File: config.mk
export PLATFORM = sky130hd
export DESIGN_NAME = sha256_msg_padder
export DESIGN_NICKNAME = d
export VERILOG_FILES = /design/src/rtl/sha256_pkg.sv /design/src/rtl/sha256_msg_padder.sv
export SDC_FILE = /design/constraint.sdc
export NUM_CORES = 1
export LEC_CHECK = 0
export ABC_AREA = 0
export BUFFER_PORTS_ARGS = -buffer_cell sky130_fd_sc_hd__buf_4
export CAP_MARGIN = 20
export CORE_AREA = 2 2 215 217
export DETAILED_ROUTE_END_ITERATION = 16
export DIE_AREA = 0 0 217 219
export GPL_TIMING_DRIVEN = 0
export HOLD_SLACK_MARGIN = 0.15
export PLACE_DENSITY = 0.73
export SETUP_SLACK_MARGIN = 0.5
export SLEW_MARGIN = 15
export SYNTH_ARGS = -nofsm -noshare
export SYNTH_HDL_FRONTEND = slang
export SYNTH_SLANG_ARGS = --single-unit
export TNS_END_PERCENT = 50
File: constraint.sdc
create_clock -name clk -period 2.4 [get_ports clk]
set_input_delay 0 -clock clk [delete_from_list [all_inputs] [get_ports clk]]
set_output_delay 0 -clock clk [all_outputs]
set_load 0.01 [all_outputs]
File: src/rtl/sha256_pkg.sv
// Shared SHA-256 definitions: word type, padding constant and padder state encoding.
package sha256_pkg;

   typedef logic [31:0] word_t;

   // First padding word: a single '1' bit followed by zeros.
   localparam word_t PAD_WORD = 32'h8000_0000;

   // Words per 512-bit block.
   localparam int BLK_WORDS = 16;

   // One-hot, matching the encoding style of sha256_block.
   typedef enum logic [2:0] {
      FILL = 3'b001,
      PAD  = 3'b010,
      EMIT = 3'b100
   } pad_state_t;

endpackage : sha256_pkg

File: src/rtl/sha256_msg_padder.sv
// Turns a stream of 32-bit big-endian message words into SHA-256 padded
// 512-bit blocks for sha256_block, flagging the first and final block of each message.
module sha256_msg_padder
   import sha256_pkg::*;
#(
   parameter int CNT_W = 16
) (
   input  logic         clk,
   input  logic         reset_n,
   input  logic         in_valid,
   output logic         in_ready,
   input  logic [31:0]  in_word,
   input  logic         in_last,
   output logic         out_valid,
   input  logic         out_ready,
   output logic [511:0] out_block,
   output logic         out_first,
   output logic         out_last
);

   pad_state_t       state;
   word_t            blk [BLK_WORDS];
   logic [3:0]       wi;          // next word slot in blk
   logic [CNT_W-1:0] wcnt;        // message words accepted so far
   logic             pad_done;    // PAD_WORD already written for this message
   logic             msg_end;     // final message word has been accepted
   logic             no_len;      // PAD_WORD took slot 14, so this block cannot carry the length
   logic             first_pend;  // next emitted block is the first of its message
   logic [63:0]      len;

   // Message length in bits; wcnt is frozen from the last word until the final block leaves.
   assign len = 64'(wcnt) << 5;

   assign in_ready  = (state == FILL);
   assign out_valid = (state == EMIT);

   // Present the block buffer as one flat vector, word 0 in the top bits.
   // NOTE: a default assignment ahead of the loop keeps every bit driven on every path, so no latch is inferred.
   always_comb begin
      out_block = '0;
      for (int i = 0; i < BLK_WORDS; i++) begin
         out_block[511 - 32*i -: 32] = blk[i];
      end
   end

   // Fill / pad / emit sequencer and block buffer.
   // NOTE: the block buffer is reset because out_block must read as zero out of reset;
   // without that requirement it would be left unreset like any other datapath storage.
   always_ff @(posedge clk or negedge reset_n) begin
      if (!reset_n) begin
         state      <= FILL;
         wi         <= '0;
         wcnt       <= '0;
         pad_done   <= 1'b0;
         msg_end    <= 1'b0;
         no_len     <= 1'b0;
         first_pend <= 1'b1;
         out_first  <= 1'b0;
         out_last   <= 1'b0;
         for (int i = 0; i < BLK_WORDS; i++) begin
            blk[i] <= '0;
         end
      end else begin
         // NOTE: all state here uses non-blocking assignments so every register sees
         // the pre-edge values of the others, regardless of statement order.
         case (state)
            FILL: begin
               if (in_valid) begin
                  blk[wi] <= in_word;
                  wi      <= wi + 4'd1;
                  wcnt    <= wcnt + CNT_W'(1);
                  if (in_last) begin
                     msg_end <= 1'b1;
                  end
                  if (wi == 4'd15) begin
                     // Block full; padding (if any) continues in the next block.
                     state     <= EMIT;
                     out_first <= first_pend;
                     out_last  <= 1'b0;
                  end else if (in_last) begin
                     state <= PAD;
                  end
               end
            end

            PAD: begin
               if (!pad_done) begin
                  blk[wi]  <= PAD_WORD;
                  pad_done <= 1'b1;
                  if (wi == 4'd14) begin
                     no_len <= 1'b1;
                  end
               end else if (no_len) begin
                  blk[wi] <= '0;
               end else if (wi == 4'd14) begin
                  blk[wi] <= len[63:32];
               end else if (wi == 4'd15) begin
                  blk[wi] <= len[31:0];
               end else begin
                  blk[wi] <= '0;
               end
               wi <= wi + 4'd1;
               if (wi == 4'd15) begin
                  // Only a block whose slots 14/15 received the length is final.
                  state     <= EMIT;
                  out_first <= first_pend;
                  out_last  <= pad_done && !no_len;
               end
            end

            EMIT: begin
               if (out_ready) begin
                  wi         <= '0;
                  first_pend <= 1'b0;
                  no_len     <= 1'b0;
                  if (out_last) begin
                     wcnt       <= '0;
                     pad_done   <= 1'b0;
                     msg_end    <= 1'b0;
                     first_pend <= 1'b1;
                     state      <= FILL;
                  end else if (msg_end) begin
                     state <= PAD;
                  end else begin
                     state <= FILL;
                  end
               end
            end

            default: state <= FILL;
         endcase
      end
   end

endmodule : sha256_msg_padder
# Word level (Yosys, flattened, before mapping)
# Index checks and enable logic that the tools add are counted.
[word_totals] ff_bits=541 in_bits=37 output_inout_bits=516
[classes] add_sub_neg=2 order_cmp=2 n_eq_ne=14 mux=43 n_bitwise=6 reduce_logical=16
[ops] operator="$mux W512" count=5
[ops] operator="$bwmux W512" count=2
[ops] operator="$pmux W512 S2" count=1
[ops] operator="$and A512 B512 Y512" count=1
[ops] operator="$not A512 Y512" count=1
[ops] operator="$and A496 B496 Y496" count=1
[ops] operator="$not A496 Y496" count=1
[ops] operator="$demux W32 S4" count=1
[ops] operator="$mux W16" count=3
[ops] operator="$mux W32" count=1
[ops] operator="$pmux W16 S2" count=1
[ops] operator="$add A16 B1 Y16 const B" count=1
[ops] operator="$or A16 B16 Y16" count=1
[ops] operator="$reduce_and A4 Y1" count=4
[ops] operator="$mux W3" count=5
[ops] operator="$mux W1" count=13
[ops] operator="$pmux W4 S3" count=1
[ops] operator="$pmux W1 S2" count=5
[ops] operator="$pmux W3 S3" count=1
[ops] operator="$eq A4 B4 Y1 const B" count=2
[ops] operator="$mux W4" count=2
[ops] operator="$ne A2 B1 Y1 const B" count=4
[ops] operator="$ne A2 B2 Y1 const B" count=4
[ops] operator="$reduce_and A3 Y1" count=2
[ops] operator="15 further kinds" count=20

# Logic depth before layout (Yosys ltp)
[logic_depth] word_depth=12 ltp_mapped=9 depth_no_buf=6

# Worst setup path after synthesis
# Ideal clock, no wire load.
[synth_path] path_kind="flip-flop to flip-flop" startpoint="register wi[0]" endpoint="register blk, in the netlist out_block[321]" arrival_ns=2.035 path_slack_ns=0.225 stages_incl_launch_ff=9 period_less_slack_ns=2.175 path_cell_list="dfrtp_1 inv_1 ha_1 clkbuf_1 nor3b_2 a21oi_4 mux2_4 buf_12 o2bb2ai_2"
[synth_via] elab_chain_cells=12 elab_cells_between_ends=20 classes_between="order compare (2); eq/ne (2); mux (10); bitwise (5); reduce/logical (1)"
[synth_lines] item="start: declaration" line="sha256_msg_padder.sv:23" rtl="logic [3:0] wi;"
[synth_lines] item="start signal: assignment" line="sha256_msg_padder.sv:70" rtl="wi <= wi + 4'd1;"
[synth_lines] item="start signal: assignment" line="sha256_msg_padder.sv:102" rtl="wi <= wi + 4'd1;"
[synth_lines] item="$not A4 Y5 (not written as such)"
[synth_lines] item="$ge A5 B5 Y1 (not written as such) / $lt A5 B1 Y1 (equally long branches)"
[synth_lines] item="$logic_and A1 B1 Y1 (not written as such)"
[synth_lines] item="$mux W32 (not written as such)"
[synth_lines] item="$demux W32 S4"
[synth_lines] item="$not A512 Y512 (no source line)"
[synth_lines] item="$and A512 B512 Y512 (no source line)"
[synth_lines] item="$mux W512" line="sha256_msg_padder.sv:97" rtl="end else if (wi == 4'd15) begin"
[synth_lines] item="$mux W512" line="sha256_msg_padder.sv:95" rtl="end else if (wi == 4'd14) begin"
[synth_lines] item="$mux W512" line="sha256_msg_padder.sv:93" rtl="end else if (no_len) begin"
[synth_lines] item="$mux W512" line="sha256_msg_padder.sv:87" rtl="if (!pad_done) begin"
[synth_lines] item="$pmux W512 S2 (*)" line="sha256_msg_padder.sv:66" rtl="case (state)"
[synth_lines] item="end signal: indexed assignment" line="sha256_msg_padder.sv:69" rtl="blk[wi] <= in_word;"
[synth_lines] item="end signal: indexed assignment" line="sha256_msg_padder.sv:96" rtl="blk[wi] <= len[63:32];"
[synth_lines] item="end signal: indexed assignment" line="sha256_msg_padder.sv:98" rtl="blk[wi] <= len[31:0];"
[synth_lines] item="end: declaration" line="sha256_msg_padder.sv:22" rtl="word_t blk [BLK_WORDS];"
# Mark *: on every way between the ends. The rest lies on a longest branch, timed or not. The select of a mux whose other input is x is not followed.
# A chain may end at the register's enable or synchronous reset.

# Worst setup path in the final report
[layout_path] startpoint="register state[2]" endpoint="register blk, in the netlist out_block[221]"
[layout_via] elab_chain_cells=3 elab_cells_between_ends=6 classes_between="eq/ne (3); mux (1); reduce/logical (2)"
[layout_lines] item="start: declaration" line="sha256_msg_padder.sv:21" rtl="pad_state_t state;"
[layout_lines] item="start signal: assignment" line="sha256_msg_padder.sv:51" rtl="state <= FILL;"
[layout_lines] item="start signal: assignment" line="sha256_msg_padder.sv:77" rtl="state <= EMIT;"
[layout_lines] item="start signal: assignment" line="sha256_msg_padder.sv:81" rtl="state <= PAD;"
[layout_lines] item="$eq A3 B1 Y1 / $eq A3 B2 Y1 (equally long branches)" line="sha256_msg_padder.sv:66"
[layout_lines] item="$ne A2 B2 Y1 (no source line) / $reduce_bool A2 Y1 (equally long branches)"
[layout_lines] item="$reduce_and A2 Y1 (no source line)"
# Several ways; a longest one is shown, not always the timed one.

==> results_dict.tcl <==
set metrics [dict create \
    worstSetupPathType "flip-flop to flip-flop" \
    slew_headroom_pct 47.05 \
    initialDrtViolationCount 1998 \
    timing_hold_violations_final 35 \
    run_status "complete, but fails checks" \
    synth_most_common_cell "sky130_fd_sc_hd__dfrtp_1" \
    synth_enable_flop_cells 0 \
    tritoncts.num_buffers 53 \
    io_pins 553 \
    cp_data_required_time_ns 2.86 \
    min-delay-path-class "primary input to async pin" \
    syn_area_per_cell_sq_um 11.46 \
    first_pass_grt_wire_length_mm 117.5 \
    drt-total-wl_mm 85.32 \
    reg2reg_slack_ns 0.13 \
    place.detailed.hpwl_mm 53.45 \
    netlist_area_sq_mm 0.02113 \
    critPathCaptureType "flip-flop" \
    register_clock_pin_slew_on_the_reported_worst_setup_and_hold_paths_ns 0.07 \
    detailed_place.area_sq_mm 0.02623 \
    synthMuxAreaShare_pct 0.3612 \
    final_cell_count_no_fill 3282 \
    grt_max_degree 112 \
    synth_seq_area_share_pct 64.09 \
    worstReg2RegStart "state[2]$_DFFE_PN0P_" \
    synth_area_leaders "sky130_fd_sc_hd__dfrtp_1 64%, sky130_fd_sc_hd__nand2_1 7.6%, sky130_fd_sc_hd__o2bb2ai_2 6.4%, sky130_fd_sc_hd__o21ai_0 5.8%, sky130_fd_sc_hd__o21ai_1 3.6%" \
    ys_types 68 \
    synth_largest_area_cell "sky130_fd_sc_hd__dfrtp_1" \
    rsz0062_at_grt "true" \
    fin_worst_skew_ns 0.01835 \
    first_global_vias 18310 \
    globalRouteOverflowTotal 0 \
    post-route-min-period_ns 2.271 \
    chipWidth_microns 217 \
    synthTopCellsByCount "539 x sky130_fd_sc_hd__dfrtp_1, 427 x sky130_fd_sc_hd__nand2_1, 244 x sky130_fd_sc_hd__o21ai_0" \
    cts_root_buf "sky130_fd_sc_hd__clkbuf_16" \
    total_of_warnings_raised_by_yosys 0 \
    routabilityCongestion 0.8671 \
    route.vias.total 19190 \
    globalRouteTotalUtil_pct 32.99 \
    post_synthesis_adder_cell_area_fraction_pct 0.3553 \
    synth-async-reset-ratio_pct 100.0 \
    worst_slack_placed_ns -0.4236 \
    synth_simple_gate_area_share_pct 9.842 \
    total_power_mw 42.15 \
    fmax_ghz 0.4404 \
    post-place-cells 3004 \
    post_cts_hold_buffer_count 37 \
    areaGrowthSynthToFinish_pct 54.20 \
    cts_buffer_depth 3 \
    cap_viol_max_count 0 \
    worstMarginPinSlew_ns 0.7942 \
    start_util_pct 46.86 \
    timing.rr.end "out_block[221]$_DFFE_PN0P_" \
    drt.antenna.violating_nets 0 \
    port_buffers 552 \
    largest_family_of_logic_cells_by_synthesized_area "compound AO/OA/AOI/OAI gates" \
    final_critical_path_setup_slack_ns 0.1292 \
    cts.htree.levels 2 \
    post_route_cells_drive_above_1_share_pct 44.72 \
    worstPathMaxFanout 10 \
    clock_insertion_delay_worst_skew_ns 0.61 \
    die-height_microns 219 \
    post_synth_xor_area_fraction_pct 0 \
    wl_per_cell_microns 26.00 \
    power_density_mw_per_mm2 1294 \
    cts.sinks 541 \
    worstRegToRegCells 7 \
    fp-row-count 78 \
    floorplan.core_area_sq_mm 0.04509 \
    timing.hold.ws_ns -0.02377 \
    synthesis.nets 1887 \
    routed_via_density 5.847 \
    synth_compound_gate_area_share_pct 21.16 \
    synth_ff_type "sky130_fd_sc_hd__dfrtp_1" \
    tritoncts "yes" \
    timing.critical_path.arrival_ns 2.73 \
    drcViolationCount 0 \
    timing.final.crit_share_pct 94.62 \
    largest_voltage_drop_on_the_vdd_net_uv 857.0 \
    yosys_register_bits 541 \
    design.die.area_sq_mm 0.04752 \
    synth_cells 1844 \
    start_kind "flip-flop" \
    failing_checks "negative hold slack" \
    max_transition_viols_final 0 \
    grt_antenna_before_repair 1 \
    first_pass_iters 7 \
    stdcell_area_sq_mm 0.03258 \
    p_leak_nw 15.67 \
    nNetsFinal 2684 \
    final_setup_violation_count 0 \
    synth_top_area_share_pct 63.84 \
]
==> critical path: stages (launching register included) <==
cell                        delay [ns]
sky130_fd_sc_hd__dfrtp_1          0.42
sky130_fd_sc_hd__buf_6            0.13
sky130_fd_sc_hd__or3b_4           0.40
sky130_fd_sc_hd__buf_12           0.17
sky130_fd_sc_hd__a21oi_4          0.23
sky130_fd_sc_hd__mux2_4           0.45
sky130_fd_sc_hd__buf_12           0.19
sky130_fd_sc_hd__o2bb2ai_2        0.12
==> power breakdown <==
group | internal [mW] | switching, mW | total [mW]
clock network | 4.73 | 3.65 | 8.37
registers | 12.7 | 2.66 | 15.4
logic | 9.01 | 9.36 | 18.4
total | 26.5 | 15.7 | 42.2
==> placed cells by master (no fill, tap or decap), types with 7 or more instances in the layout <==
master / instances
sky130_fd_sc_hd__dfrtp_2: 7
sky130_fd_sc_hd__o2bb2ai_2: 79
sky130_fd_sc_hd__inv_1: 7
sky130_fd_sc_hd__dlygate4sd3_1: 36
sky130_fd_sc_hd__o2bb2ai_1: 20
sky130_fd_sc_hd__buf_8: 22
sky130_fd_sc_hd__nand2_8: 19
sky130_fd_sc_hd__clkbuf_16: 70
sky130_fd_sc_hd__buf_12: 49
sky130_fd_sc_hd__buf_2: 10
sky130_fd_sc_hd__nor2_1: 11
sky130_fd_sc_hd__o21ai_1: 137
sky130_fd_sc_hd__buf_4: 642
sky130_fd_sc_hd__clkbuf_1: 17
sky130_fd_sc_hd__buf_16: 17
sky130_fd_sc_hd__buf_6: 30
sky130_fd_sc_hd__a21oi_1: 15
sky130_fd_sc_hd__o21ai_0: 225
sky130_fd_sc_hd__clkbuf_4: 16
sky130_fd_sc_hd__a21boi_4: 16
sky130_fd_sc_hd__clkinv_2: 9
sky130_fd_sc_hd__o211ai_4: 11
sky130_fd_sc_hd__a21oi_2: 7
sky130_fd_sc_hd__nand2_4: 10
sky130_fd_sc_hd__o2bb2ai_4: 25
sky130_fd_sc_hd__dfrtp_1: 532
sky130_fd_sc_hd__nand3_1: 8
sky130_fd_sc_hd__clkbuf_2: 45
sky130_fd_sc_hd__clkbuf_8: 21
sky130_fd_sc_hd__o21ai_2: 31
sky130_fd_sc_hd__nand2_1: 393
==> per-stage QoR <==
step | hold WS, ns | setup TNS, ns | utilization, %
3_5_place_dp | -0.03309 | -44.14 | 58.17
3_3_place_gp | 0.2363 | -2283.30 | 57.80
4_1_cts | -0.05434 | 0 | 67.64
5_1_grt | -0.01670 | 0 | 72.26
6_report | -0.02377 | 0 | 72.26
2_1_floorplan | -0.2956 | 0 | -
==> routing by layer <==
| metal | wire [microns] | vias up | GRT usage (%) |
|---|---|---|---|
| met5 | 0 | - | 0 |
| met4 | 4258 | 0 | 14.29 |
| met3 | 7646 | 268 | 8.455 |
| met2 | 41020 | 1065 | 54.08 |
| met1 | 32390 | 9801 | 41.61 |
| li1 | - | 8056 | - |
==> state kept, by name (all words and copies together) (netlist names), named ones only <==
signal	count
pad_done	1
no_len	1
wi	4
wcnt	16
out_last	1
out_block	496
out_first	1
first_pend	1
state	3
msg_end	1
==> timing repair <==
item | CTS | global route
setup endpoints to repair | 529 | 538
pin swaps | 29 | 48
resized for setup | 322 | 364
endpoints found under the hold margin | 703 | 52
setup buffers | 49 | 60
cloned | 18 | 18
==> final cells by class <==
cell class / instances / area [sq um]
clock buffers: 79 / 1607
fillers: 2955 / 12510
multi-input cells: 1136 / 8180
clock inverters: 16 / 123.9
plain buffers: 160 / 1715
diodes: 1 / 2.502
inverters: 9 / 45.04
repair buffers: 740 / 6605
flip-flops and latches: 541 / 13550
well taps: 600 / 750.7
==> worst max-delay path by stage <==
stage                              start                          to
finish              state[2]$_DFFE_PN0P_  out_block[221]$_DFFE_PN0P_
global route           wi[2]$_DFFE_PN0P_  out_block[220]$_DFFE_PN0P_
CTS                    wi[0]$_DFFE_PN0P_  out_block[202]$_DFFE_PN0P_
detailed placement  state[0]$_DFFE_PN1P_  out_block[409]$_DFFE_PN0P_
global placement                 reset_n  out_block[298]$_DFFE_PN0P_
floorplan              wi[0]$_DFFE_PN0P_  out_block[193]$_DFFE_PN0P_
==> logic make-up after synthesis <==
logic type | after synthesis
and+or+nand+nor | 497
adders and majority gates | 6
buffers and inverters | 169
AOI/OAI and AO/OA | 625
DFF | 541
muxes | 6
Note: power is estimated with default switching activity, not from simulation.
